==> src/rtl/rgb_pixel_unpacker_pkg.sv <==
// Shared definitions for the RGB pixel unpacker: fill FSM encoding, word/pixel
// geometry, default frame size and the per-pixel nibble extraction helper.
package rgb_pixel_unpacker_pkg;

  typedef enum logic [1:0] {
    FILL_R = 2'd0,
    FILL_G = 2'd1,
    FILL_B = 2'd2
  } fill_state_t;

  localparam int PIX_PER_WORD = 8;
  localparam int CH_BITS      = 4;
  localparam int WORD_BITS    = PIX_PER_WORD * CH_BITS;
  localparam int PIX_BITS     = 3 * CH_BITS;
  localparam int IDX_W        = $clog2(PIX_PER_WORD);

  localparam int DEF_H_PIXELS = 640;
  localparam int DEF_V_LINES  = 480;

  // Pixel k takes nibble k of each colour plane; nibble 0 is the first pixel on screen.
  function automatic logic [PIX_BITS-1:0] pixel_of(
    input logic [WORD_BITS-1:0] r,
    input logic [WORD_BITS-1:0] g,
    input logic [WORD_BITS-1:0] b,
    input logic [IDX_W-1:0]     idx
  );
    int base;
    base = int'(idx) * CH_BITS;
    return {r[base +: CH_BITS], g[base +: CH_BITS], b[base +: CH_BITS]};
  endfunction

endpackage

==> src/rtl/rgb_pixel_unpacker_frame_pos_counter.sv <==
// Raster position tracker: x/y counters advanced per accepted pixel, producing
// start-of-frame and end-of-line markers for the pixel currently on offer.
module frame_pos_counter
  import rgb_pixel_unpacker_pkg::*;
#(
  parameter int H_PIXELS = DEF_H_PIXELS,
  parameter int V_LINES  = DEF_V_LINES
) (
  input  logic clk,
  input  logic rst,
  input  logic sync_clr,
  input  logic advance,
  input  logic valid,
  output logic sof,
  output logic eol
);

  localparam int X_W = (H_PIXELS > 1) ? $clog2(H_PIXELS) : 1;
  localparam int Y_W = (V_LINES > 1) ? $clog2(V_LINES) : 1;
  localparam logic [X_W-1:0] X_LAST = X_W'(H_PIXELS - 1);
  localparam logic [Y_W-1:0] Y_LAST = Y_W'(V_LINES - 1);

  logic [X_W-1:0] x;
  logic [Y_W-1:0] y;

  always_ff @(posedge clk or posedge rst) begin
    if (rst) begin
      x <= '0;
      y <= '0;
    end else if (sync_clr) begin
      x <= '0;
      y <= '0;
    end else if (advance) begin
      if (x == X_LAST) begin
        x <= '0;
        y <= (y == Y_LAST) ? '0 : y + 1'b1;
      end else begin
        x <= x + 1'b1;
      end
    end
  end

  assign sof = valid && (x == '0) && (y == '0);
  assign eol = valid && (x == X_LAST);

endmodule

==> src/rtl/rgb_pixel_unpacker.sv <==
// Converts R, G, B colour-plane words into a stream of 12-bit pixels; a fill
// buffer lets the next triplet land while the shift buffer is still draining.
module rgb_pixel_unpacker
  import rgb_pixel_unpacker_pkg::*;
#(
  parameter int H_PIXELS = DEF_H_PIXELS,
  parameter int V_LINES  = DEF_V_LINES
) (
  input  logic                 clk,
  input  logic                 rst,
  input  logic                 sync_clr,
  input  logic [WORD_BITS-1:0] in_data,
  input  logic                 r_rts,
  input  logic                 g_rts,
  input  logic                 b_rts,
  output logic                 r_rtr,
  output logic                 g_rtr,
  output logic                 b_rtr,
  output logic [PIX_BITS-1:0]  out_pixel,
  output logic                 out_sof,
  output logic                 out_eol,
  output logic                 out_rts,
  input  logic                 out_rtr
);

  fill_state_t state, state_next;

  logic [WORD_BITS-1:0] r_hold, g_hold;
  logic [WORD_BITS-1:0] fill_r, fill_g, fill_b;
  logic [WORD_BITS-1:0] shift_r, shift_g, shift_b;
  logic                 fill_full;
  logic [IDX_W-1:0]     pix_idx;

  logic r_xfc, g_xfc, b_xfc, out_xfc, last_xfc, shift_free;

  // Holding R/G back while the fill buffer is occupied keeps r_hold/g_hold intact.
  assign r_rtr = (state == FILL_R) && !fill_full;
  assign g_rtr = (state == FILL_G) && !fill_full;
  assign b_rtr = (state == FILL_B) && !fill_full;

  assign r_xfc      = r_rts && r_rtr;
  assign g_xfc      = g_rts && g_rtr;
  assign b_xfc      = b_rts && b_rtr;
  assign out_xfc    = out_rts && out_rtr;
  assign last_xfc   = out_xfc && (pix_idx == IDX_W'(PIX_PER_WORD - 1));
  assign shift_free = !out_rts || last_xfc;

  always_ff @(posedge clk or posedge rst) begin
    if (rst) begin
      state <= FILL_R;
    end else if (sync_clr) begin
      state <= FILL_R;
    end else begin
      state <= state_next;
    end
  end

  always_comb begin
    state_next = state;
    case (state)
      FILL_R:  if (r_xfc) state_next = FILL_G;
      FILL_G:  if (g_xfc) state_next = FILL_B;
      FILL_B:  if (b_xfc) state_next = FILL_R;
      default: state_next = FILL_R;
    endcase
  end

  always_ff @(posedge clk or posedge rst) begin
    if (rst) begin
      r_hold <= '0;
      g_hold <= '0;
    end else begin
      if (r_xfc) r_hold <= in_data;
      if (g_xfc) g_hold <= in_data;
    end
  end

  // b_xfc never coincides with fill_full, so direct load and fill-to-shift moves are exclusive.
  always_ff @(posedge clk or posedge rst) begin
    if (rst) begin
      shift_r   <= '0;
      shift_g   <= '0;
      shift_b   <= '0;
      fill_r    <= '0;
      fill_g    <= '0;
      fill_b    <= '0;
      fill_full <= 1'b0;
      pix_idx   <= '0;
      out_rts   <= 1'b0;
      out_pixel <= '0;
    end else if (sync_clr) begin
      fill_full <= 1'b0;
      pix_idx   <= '0;
      out_rts   <= 1'b0;
      out_pixel <= '0;
    end else begin
      if (b_xfc && shift_free) begin
        shift_r   <= r_hold;
        shift_g   <= g_hold;
        shift_b   <= in_data;
        pix_idx   <= '0;
        out_rts   <= 1'b1;
        out_pixel <= pixel_of(r_hold, g_hold, in_data, '0);
      end else if (last_xfc && fill_full) begin
        shift_r   <= fill_r;
        shift_g   <= fill_g;
        shift_b   <= fill_b;
        fill_full <= 1'b0;
        pix_idx   <= '0;
        out_pixel <= pixel_of(fill_r, fill_g, fill_b, '0);
      end else if (last_xfc) begin
        pix_idx <= '0;
        out_rts <= 1'b0;
      end else if (out_xfc) begin
        pix_idx   <= pix_idx + 1'b1;
        out_pixel <= pixel_of(shift_r, shift_g, shift_b, pix_idx + 1'b1);
      end

      if (b_xfc && !shift_free) begin
        fill_r    <= r_hold;
        fill_g    <= g_hold;
        fill_b    <= in_data;
        fill_full <= 1'b1;
      end
    end
  end

  frame_pos_counter #(
    .H_PIXELS(H_PIXELS),
    .V_LINES (V_LINES)
  ) u_pos (
    .clk     (clk),
    .rst     (rst),
    .sync_clr(sync_clr),
    .advance (out_xfc),
    .valid   (out_rts),
    .sof     (out_sof),
    .eol     (out_eol)
  );

endmodule
==> config.mk <==
export PLATFORM = sky130hd
export DESIGN_NAME = rgb_pixel_unpacker
export DESIGN_NICKNAME = d
export VERILOG_FILES = /design/src/rtl/rgb_pixel_unpacker_pkg.sv /design/src/rtl/rgb_pixel_unpacker_frame_pos_counter.sv /design/src/rtl/rgb_pixel_unpacker.sv
export SDC_FILE = /design/constraint.sdc
export NUM_CORES = 1
export LEC_CHECK = 0
export BUFFER_PORTS_ARGS = -buffer_cell sky130_fd_sc_hd__buf_2
export CAP_MARGIN = 20
export CELL_PAD_IN_SITES_DETAIL_PLACEMENT = 1
export CELL_PAD_IN_SITES_GLOBAL_PLACEMENT = 1
export CORE_UTILIZATION = 45
export DETAILED_ROUTE_END_ITERATION = 10
export PLACE_DENSITY_LB_ADDON = 0.1
export SLEW_MARGIN = 15
export SYNTH_ARGS = -nofsm -noshare
export SYNTH_HDL_FRONTEND = slang
export SYNTH_HIERARCHICAL = 1
export SYNTH_SLANG_ARGS = --single-unit
==> constraint.sdc <==
create_clock -name clk -period 8.6 [get_ports clk]
set_input_delay 0.43 -clock clk [delete_from_list [all_inputs] [get_ports clk]]
set_output_delay 0.43 -clock clk [all_outputs]
set_load 0.01 [all_outputs]
* Word-level counts from Yosys, hierarchy flattened *
Index checks and enable logic that the tools add are counted.

word-level totals
  register bits after elaboration = 294
  input bits = 39
  output and inout bits = 18
  word-level logic and storage cells = 104

operators by class
  $add $sub $neg = 3
  equal/unequal tests = 11
  shifts and indexed selects = 3
  mux-type cells = 36
  bitwise operators = 1
  reductions and logical operators = 35

operators by type and width
  operator                                       number
  2-to-1 mux 32 bit                              6
  indexed part select 32 x 6 -> 4 bit            3
  2-to-1 mux 12 bit                              5
  2-to-1 mux 9 bit                               4
  2-to-1 mux 10 bit                              3
  2-to-1 mux 3 bit                               5
  logical AND 1 bit                              14
  != test 3 bit, second input constant           4
  AND reduction 2 bit                            6
  adder 10 x 1 -> 10 bit, second input constant  1
  equality test 10 bit, second input constant    1
  zero test 10 bit                               1
  adder 9 x 1 -> 9 bit, second input constant    1
  equality test 9 bit, second input constant     1
  zero test 9 bit                                1
  2-to-1 mux 1 bit                               8
  2-to-1 mux 2 bit                               4
  one-hot mux 2 bit (3 select lines)             1
  nonzero test 2 bit                             3
  nonzero test 3 bit                             2
  nonzero test 5 bit                             1
  != test 4 x 2 -> 1 bit, second input constant  1
  nonzero test 4 bit                             1
  adder 3 x 1 -> 3 bit, second input constant    1
  other kinds (9)                                11

* Logic depth before layout (Yosys ltp) *
Gate-level depths: netlist of the first run.

  depth in word-level cells = 7
  depth in mapped cells = 9
  gate-level depth less buffers = 6

* Hierarchy *
Netlist of the first run, hierarchy kept.

modules (own cells, without submodules)
  module              times used  cells each  area an instance (µm²)  seq. area each (µm²)
  rgb_pixel_unpacker  1           964         12360.6                 6881.6
  frame_pos_counter   1           122         1141.1                  475.5

* Worst setup path before layout of the first run *
Ideal clock, no wire load.

  path kind = reg2reg
  start = register pix_idx[0]
  end = register out_pixel[10]
  setup time = 138 ps
  data arrival time = 2091 ps
  required time = 8462 ps
  slack = 6371 ps
  stages on the path, launching flop included = 8
  buffers on the path = 1
  clock period less this slack = 2229 ps
  cells stage by stage = dfrtp_1 > ha_1 > ha_1 > buf_1 > mux4_2 > nor2b_1 > a2111oi_0 > o32ai_1

on the way
  word-level cells in the longest chain between the ends = 7
  elaborated cells between the ends (all ways) = 15
  classes of those cells = 1 x add/sub; 2 x eq/ne; 1 x shift; 5 x mux; 6 x reduce/logical

ends and longest elaborated chain
  what                                 RTL line                      RTL
  start, declared                      rgb_pixel_unpacker.sv:32      logic [IDX_W-1:0] pix_idx;
  start signal, assigned               rgb_pixel_unpacker.sv:115     pix_idx <= pix_idx + 1'b1;
  adder 3 x 1 -> 3 bit                 rgb_pixel_unpacker.sv:116     out_pixel <= pixel_of(shift_r, shift_g, shift_b, pix_idx + 1'b1);
  indexed part select 32 x 6 -> 4 bit  rgb_pixel_unpacker_pkg.sv:29  return {r[base +: CH_BITS], g[base +: CH_BITS], b[base +: CH_BITS]};
  2-to-1 mux 12 bit                    rgb_pixel_unpacker.sv:114     end else if (out_xfc) begin
  2-to-1 mux 12 bit                    rgb_pixel_unpacker.sv:111     end else if (last_xfc) begin
  2-to-1 mux 12 bit                    rgb_pixel_unpacker.sv:104     end else if (last_xfc && fill_full) begin
  2-to-1 mux 12 bit                    rgb_pixel_unpacker.sv:97      if (b_xfc && shift_free) begin
  2-to-1 mux 12 bit                    rgb_pixel_unpacker.sv:91      end else if (sync_clr) begin
  end signal, assigned                 rgb_pixel_unpacker.sv:103     out_pixel <= pixel_of(r_hold, g_hold, in_data, '0);
  end signal, assigned                 rgb_pixel_unpacker.sv:110     out_pixel <= pixel_of(fill_r, fill_g, fill_b, '0);
  end signal, assigned                 rgb_pixel_unpacker.sv:116
  end, declared                        rgb_pixel_unpacker.sv:19      output logic [PIX_BITS-1:0] out_pixel,

Several ways; a longest one is shown, not always the timed one. The select of a mux whose other input is x is not followed.
A chain may end at the register's enable or synchronous reset.

* Final worst setup path of the first run *
  start = register pix_idx[0]
  end = register out_pixel[9]

Same word-level chain as after synthesis.

==> results of run 1 <==
worst max-delay path: stages, from the launching register on:
cell and delay, ns:
dfrtp_2 0.37, ha_1 0.16, ha_1 0.36, a21bo_2 0.28, and2_4 0.58, buf_4 0.57
buf_4 0.67, a2111oi_0 0.18, o32ai_1 0.33
power groups by stage:
stage	logic [mW]	clock network [mW]	registers (mW)
final	0.275	1.41	1.59
after global routing	0.305	1.49	1.61
after CTS	0.281	1.44	1.59
after detailed placement	0.280	0	1.62
after global placement	0.273	0	1.61
after floorplan	0.209	0	1.58
worst max path at each step:
stage | cells past startpoint | from | endpoint | slack [ns]
after global routing | 8 | pix_idx[0] | out_pixel[9] | 4.75
final | 8 | pix_idx[0] | out_pixel[9] | 4.93
after floorplan | 1 | rst | fill_b[0] | 0.59
after CTS | 6 | fill_full | out_pixel[9] | 4.90
after detailed placement | 6 | fill_full | out_pixel[9] | 4.96
after global placement | 6 | fill_full | shift_b[19] | 5.04
synthesized netlist by cell type, types with 6 or more instances:
cell type  number  share of area (%)
dfrtp_1       294                 54
mux2_2        180                 15
o21ai_0       159                5.9
mux2i_1       107                7.9
o21ai_1        40                1.5
clkbuf_1       32               0.89
buf_2          23               0.85
nor2_1         19               0.53
a21oi_1        16               0.59
inv_1          15               0.42
buf_4          14               0.78
nand2_1        14               0.39
nand3_1        13               0.48
a21boi_0        8               0.44
a221o_1         8               0.59
mux4_2          8                1.3
nor2b_1         8               0.37
and3_1          7               0.32
nor3_1          7               0.26
xor2_1          7               0.45
buf_6           6               0.50
ha_1            6               0.56
nand4_1         6               0.28
logic make-up (layout without fill, tap and decap cells):
group / count (synthesis) / count (layout) / share of synthesized area [%]
AO/OA/AOI/OAI: 275 / 275 / 11.7
XOR/XNOR: 8 / 8 / 0.519
adder cells (fa/ha/maj): 6 / 6 / 0.556
buffers and inverters: 98 / 139 / 3.71
flip-flops: 294 / 294 / 54.5
multiplexers: 295 / 295 / 24.3
AND/OR/NAND/NOR: 110 / 110 / 4.72
per-stage QoR:
step                power, mW  cell area [µm²]
global route             3.41            15000
floorplan                1.79            13500
detailed placement       1.90            14000
finish                   3.27            15000
global placement         1.88            14000
CTS                      3.31            15000
sequential cells by signal (all words and copies together), names as in the netlist:
register / count
u_pos/x: 10
shift_b: 32
pix_idx: 3
g_hold: 32
shift_r: 32
out_rts: 1
fill_r: 32
fill_g: 32
out_pixel: 12
u_pos/y: 9
state: 2
shift_g: 32
r_hold: 32
fill_full: 1
fill_b: 32
final cells by class:
| cell class | instances | area share, % |
|---|---|---|
| inverter | 15 | 0.425 |
| clock inverter | 7 | 0.500 |
| sequential | 294 | 49.0 |
| tap | 390 | 3.25 |
| multi-input combinational | 694 | 37.8 |
| timing repair buffer | 67 | 2.43 |
| clock buffer | 50 | 6.68 |
routing by layer:
layer	global-route usage (%)	vias to the layer above	part of all wire, %
met5	0	-	0
met4	6.30	0	2.2
met3	3.20	49	3.2
met2	37.2	139	47
met1	33.8	4696	48
li1	-	4020	-
==> run_results.csv, run 1 <==
group,metric,value,unit
clock_network,root_buffer,"clkbuf_16",
place,preCtsSetupSlack,4.96,ns
timing,max_slew_margin,28.0,%
setup_path,reg2reg_setup_slack,4.93,ns
power_and_ir_drop,p_int,2.48,mW
place,dpl.hpwl,21.1,mm
finish,layout_common_cells,"dfrtp_1 (293), mux2_2 (180), o21ai_0 (159)",
finish,area_delta_synth_final,11.3,%
timing,post-route-min-period,3.67,ns
setup_path,end_kind,"flop",
floorplanning,die_x,175,µm
detailed_routing,viasPerCell,5.87,
clock_network,cts_max_level,2,
synth,synth_edf_count,0,
synth,yosysSeqAreaShare,54.5,%
power_and_ir_drop,switching_share,24.3,%
finish,n_antenna_cell,0,
finish,drive_above_1_share,28.2,%
timing,setup_ws,4.93,ns
power_and_ir_drop,power.switching,796,µW
timing,hold_violations,0,
power_and_ir_drop,peakVddDrop,0.000153,V
power_and_ir_drop,p_clk_share,42.9,%
floorplanning,dieArea,30700,µm²
floorplanning,io_pins,57,
timing,slew_violations,0,
synth,synth_ff_type,"dfrtp_1",
place,gp_congestion,0.843,
synth,netlist_instances,1086,
setup_path,r2r_start,"pix_idx[0]",
timing,clock_skew,0.0113,ns
detailed_routing,drt-initial-drc-count,511,
timing,rsz0062_at_grt,"false",
floorplanning,core,29600,µm²
global_route,grt_pass1_wl,55.8,mm
global_route,grt_max_degree,131,
finish,final_nets,1152,
timing,hold_slack,0.0866,ns
global_route,gr-total-overflow,0,
power_and_ir_drop,pwr-share-seq,48.6,%
finish,n_fill_cell,3012,
clock_network,insertion_delay,0.51,ns
setup_path,worstSetupStartpointType,"flop",
place,dp.cells,1460,
timing,setup_viol,0,
synth,avgSynthCellArea,12.4,µm²
finish,layout_commonest_cell,"dfrtp_1",
clock_network,post_cts_buffers,0,
setup_path,path_class,"flop to flop",
outcome,status,"finished with violations",
setup_path,reg2reg_to,"out_pixel[9]",
timing,fmax,0.273,GHz
power_and_ir_drop,comb_power_share,8.4,%
job,maxCapViolations,0,
timing,fin_tns_setup,0,ns
global_route,track_usage,23.5,%
clock_network,cts_tree,"done",
synth,ys_async_sr_fraction,100,%
floorplanning,initial_core_util,45.7,%
detailed_routing,drt-pass1-iter-count,8,
synth,syn-cell-area,13500,µm²
synth,ys_ff_latch,294,
timing,timing.final.crit_share,42.6,%
global_route,antenna_found_initial,1,
power_and_ir_drop,leakage,6.47,nW
synth,synth_nets,1131,
clock_network,cts_resized,0,
timing,worst_pin_slew,1.08,ns
detailed_routing,drt_wl_total,34.4,mm
synth,synth_warnings,6,
clock_network,cts_buffers,35,
setup_path,r2r_cells,8,
place,port-buffer-count,56,
floorplanning,rows,63,
clock_network,hold_buffers,0,
detailed_routing,avgRoutedWirePerCell,22.7,µm
clock_network,clockBufferDepth,3,
min_path,hold_class,"input port to async pin",
outcome,violations,"DRC",
finish,utilization,50.8,%
finish,multi_input_area,5680,µm²
finish,register_area,7360,µm²
power_and_ir_drop,p_per_area,218,nW/µm²
detailed_routing,vias,8904,
setup_path,crit_arrival,4.07,ns
detailed_routing,antenna_left,0,
floorplanning,dieHeight,175,µm
clock_network,clock_sinks,294,
synth,ys_types,63,
detailed_routing,drc,2,
setup_path,worstPathMaxFanout,39,
finish,stdcell_count,1517,
global_route,grt_pass1_vias,9512,
clock_network,cts.reportedPaths.clkPinSlew,0.06,ns
setup_path,worstPathRequired,9.00,ns
Power figures use the tool's default switching activity.
==> inputs of run 2 (changes only) <==
--- a/config.mk
+++ b/config.mk
@@ -5,6 +5,7 @@
 export SDC_FILE = /design/constraint.sdc
 export NUM_CORES = 1
 export LEC_CHECK = 0
+export ABC_AREA = 1
 export BUFFER_PORTS_ARGS = -buffer_cell sky130_fd_sc_hd__buf_2
 export CAP_MARGIN = 20
 export CELL_PAD_IN_SITES_DETAIL_PLACEMENT = 1
==> constraint.sdc (replaced) <==
create_clock -name clk -period 3.5 [get_ports clk]
set_input_delay 0.175 -clock clk [delete_from_list [all_inputs] [get_ports clk]]
set_output_delay 0.175 -clock clk [all_outputs]
set_load 0.01 [all_outputs]
==> run 2 against run 1 <==
The flow now finishes without violations. Total power grew to 3.3 times the previous value. Sequential power grew to 3.0 times the previous value. Via count is 27% higher. Worst hold slack worse by 0.082 ns. First-iteration DRC count is 33% higher. Clock skew is 0.011 ns higher. Combinational power grew to 7.9 times the previous value. Global-route usage is 2.8 points higher. Worst setup slack worse by 4.4 ns. Area after synthesis is 0.34% higher. Critical endpoint is now shift_b[15]. Highest routed layer unchanged.
==> run_results.csv, run 2 <==
group,metric,value,unit
setup_path,worstPathRequired,3.95,ns
clock_network,cts.reportedPaths.clkPinSlew,0.06,ns
finish,final_nets,1749,
place,dp.cells,2038,
clock_network,cts_tree,"done",
clock_network,insertion_delay,0.52,ns
global_route,gr-max-usage-layer,"met2",
finish,layout_commonest_cell,"nand2_1",
timing,post-route-min-period,2.93,ns
finish,layout_common_cells,"nand2_1 (625), dfrtp_1 (293), o21ai_0 (210)",
synth,ys_ff_latch,294,
global_route,gr-total-overflow,0,
synth,synth_warnings,6,
setup_path,end_kind,"flop",
detailed_routing,drt-pass1-iter-count,5,
synth,synth_area_leader_cell,"dfrtp_1",
floorplanning,core,29600,µm²
detailed_routing,antenna_left,0,
synth,synth_edf_count,0,
timing,setup_ws,0.570,ns
detailed_routing,viasPerCell,5.33,
detailed_routing,drt_wl_total,38.3,mm
synth,yosys.area.top_type_share,54.3,%
power_and_ir_drop,leakage,7.69,nW
place,port-buffer-count,56,
timing,slew_violations,0,
detailed_routing,drc,0,
detailed_routing,avgRoutedWirePerCell,18.1,µm
setup_path,reg2reg_setup_slack,0.57,ns
synth,synth_ff_type,"dfrtp_1",
setup_path,path_buf_inv,1,
job,maxCapViolations,0,
setup_path,r2r_start,"pix_idx[0]",
finish,n_antenna_cell,0,
timing,clock_skew,0.0225,ns
place,dpl.hpwl,23.1,mm
place,gp_congestion,0.802,
synth,synth_nets,1716,
timing,worst_pin_slew,1.08,ns
synth,yosysSeqAreaShare,54.3,%
finish,stdcell_count,2117,
timing,hold_violations,0,
synth,ys_types,34,
setup_path,path_class,"flop to flop",
global_route,use_met1,35.6,%
floorplanning,initial_core_util,45.7,%
clock_network,cts_buffers,36,
global_route,grt_pass1_wl,64.2,mm
floorplanning,die_x,176,µm
synth,avgSynthCellArea,8.11,µm²
clock_network,clockBufferDepth,3,
synth,yosysMostFrequentCell,"nand2_1",
synth,ys_async_sr_fraction,100,%
floorplanning,io_pins,57,
setup_path,critPathSlowestCell,"buf_4",
timing,fin_tns_setup,0,ns
synth,syn-cell-area,13500,µm²
setup_path,crit_family,"simple AND/OR/NAND/NOR gates",
global_route,met3_usage,2.81,%
timing,timing.final.crit_share,83.7,%
finish,utilization,52.3,%
clock_network,post_cts_buffers,0,
global_route,grt_pass1_vias,11900,
clock_network,cts_resized,0,
clock_network,clock_sinks,294,
setup_path,r2r_cells,9,
power_and_ir_drop,p_per_area,695,nW/µm²
setup_path,cp-startpoint,"pix_idx[0]",
global_route,grtUsageMet2,44.3,%
timing,hold_slack,0.00480,ns
outcome,status,"completed",
global_route,grt_max_degree,185,
clock_network,hold_buffers,18,
setup_path,cp_num_cells,9,
setup_path,worstPathMaxFanout,73,
finish,fin_area,15500,µm²
synth,synth_area_leaders,"dfrtp_1 (54%), nand2_1 (17%), o21ai_0 (7.8%)",
clock_network,root_buffer,"clkbuf_16",
setup_path,crit_chain,"ha_1, ha_1, a21boi_2, nor2_4, nor2_4, nor2_4, buf_4, o211ai_1, nand2_1",
detailed_routing,vias,11300,
setup_path,max_stage_delay,0.80,ns
synth,netlist_instances,1671,
floorplanning,dieArea,30800,µm²
global_route,antenna_found_initial,0,
finish,drive_above_1_share,9.84,%
clock_network,cts_max_level,2,
synth,synth_top_cells_by_count,"nand2_1 (627), dfrtp_1 (294), o21ai_0 (210), inv_1 (140), nand3_1 (110)",
place,preCtsSetupSlack,0.608,ns
finish,area_delta_synth_final,14.3,%
setup_path,path_common_cell,"nor2_4",
timing,max_slew_margin,28.3,%
setup_path,reg2reg_to,"shift_b[15]",
setup_path,cp-endpoint,"shift_b[15]",
timing,setup_viol,0,
detailed_routing,drt-initial-drc-count,679,
setup_path,worstSetupStartpointType,"flop",
floorplanning,rows,63,
power_and_ir_drop,peakVddDrop,0.000372,V
place,placed_area,14100,µm²
timing,fmax,0.341,GHz
setup_path,crit_arrival,3.38,ns
timing,rsz0062_at_grt,"false",
global_route,track_usage,26.3,%
power_and_ir_drop,finalPower,10.8,mW
floorplanning,dieHeight,176,µm
min_path,hold_class,"input port to flop",
-- run 2: cell types whose count changed in the layout (fill, tap and decap cells not counted), sizes merged, moves of 11 or more --
cell         before  now
nand2            14  636
mux2            180    0
inv              16  143
mux2i           107    0
nand3            14  111
o211ai            0   79
nor2             20   40
dlygate4sd3       0   18
o21ai           199  214
buf              67   78
-- run 2: final cells by class --
class                      count  area (µm²)
clock buffer                  48        1050
inverter                     146         557
tap                          390         488
timing repair buffer          96         663
clock inverter                13         176
multi-input combinational   1130        5200
fill                        3597       14100
sequential                   294        7360
-- run 2: routing by layer --
| layer | part of all wire [%] | routed length [µm] |
|---|---|---|
| met1 | 46 | 17800 |
| met5 | 0 | 0 |
| met3 | 2.7 | 1040 |
| met2 | 48 | 18400 |
| met4 | 3.0 | 1150 |
-- run 2: kinds of logic after synthesis --
| group | synth area share (%) |
|---|---|
| compound gates | 13.3 |
| flops | 54.3 |
| fa+ha+maj | 0.554 |
| xor+xnor | 0.0647 |
| buf+inv | 7.46 |
| simple gates | 24.4 |
-- run 2: tightest hold or removal path: stages --
cell and delay, ns:
buf_2 0.08, inv_1 0.07, o21ai_0 0.16
-- run 2: how the worst min path moves through the flow --
stage | depth (start not counted) | start | endpoint
finish | 3 | in_data[26] | r_hold[26]
global route | 3 | in_data[14] | r_hold[14]
CTS | 3 | in_data[26] | fill_b[26]
detailed placement | 2 | rst | state[1]
global placement | 2 | rst | shift_r[2]
floorplan | 1 | rst | u_pos/x[0]
-- run 2: report_power, final --
group / leakage, nW / switching, mW / internal [mW]
Clock: 0.611 / 1.45 / 2.39
Sequential: 3.96 / 0.491 / 4.26
Combinational: 3.12 / 1.48 / 0.692
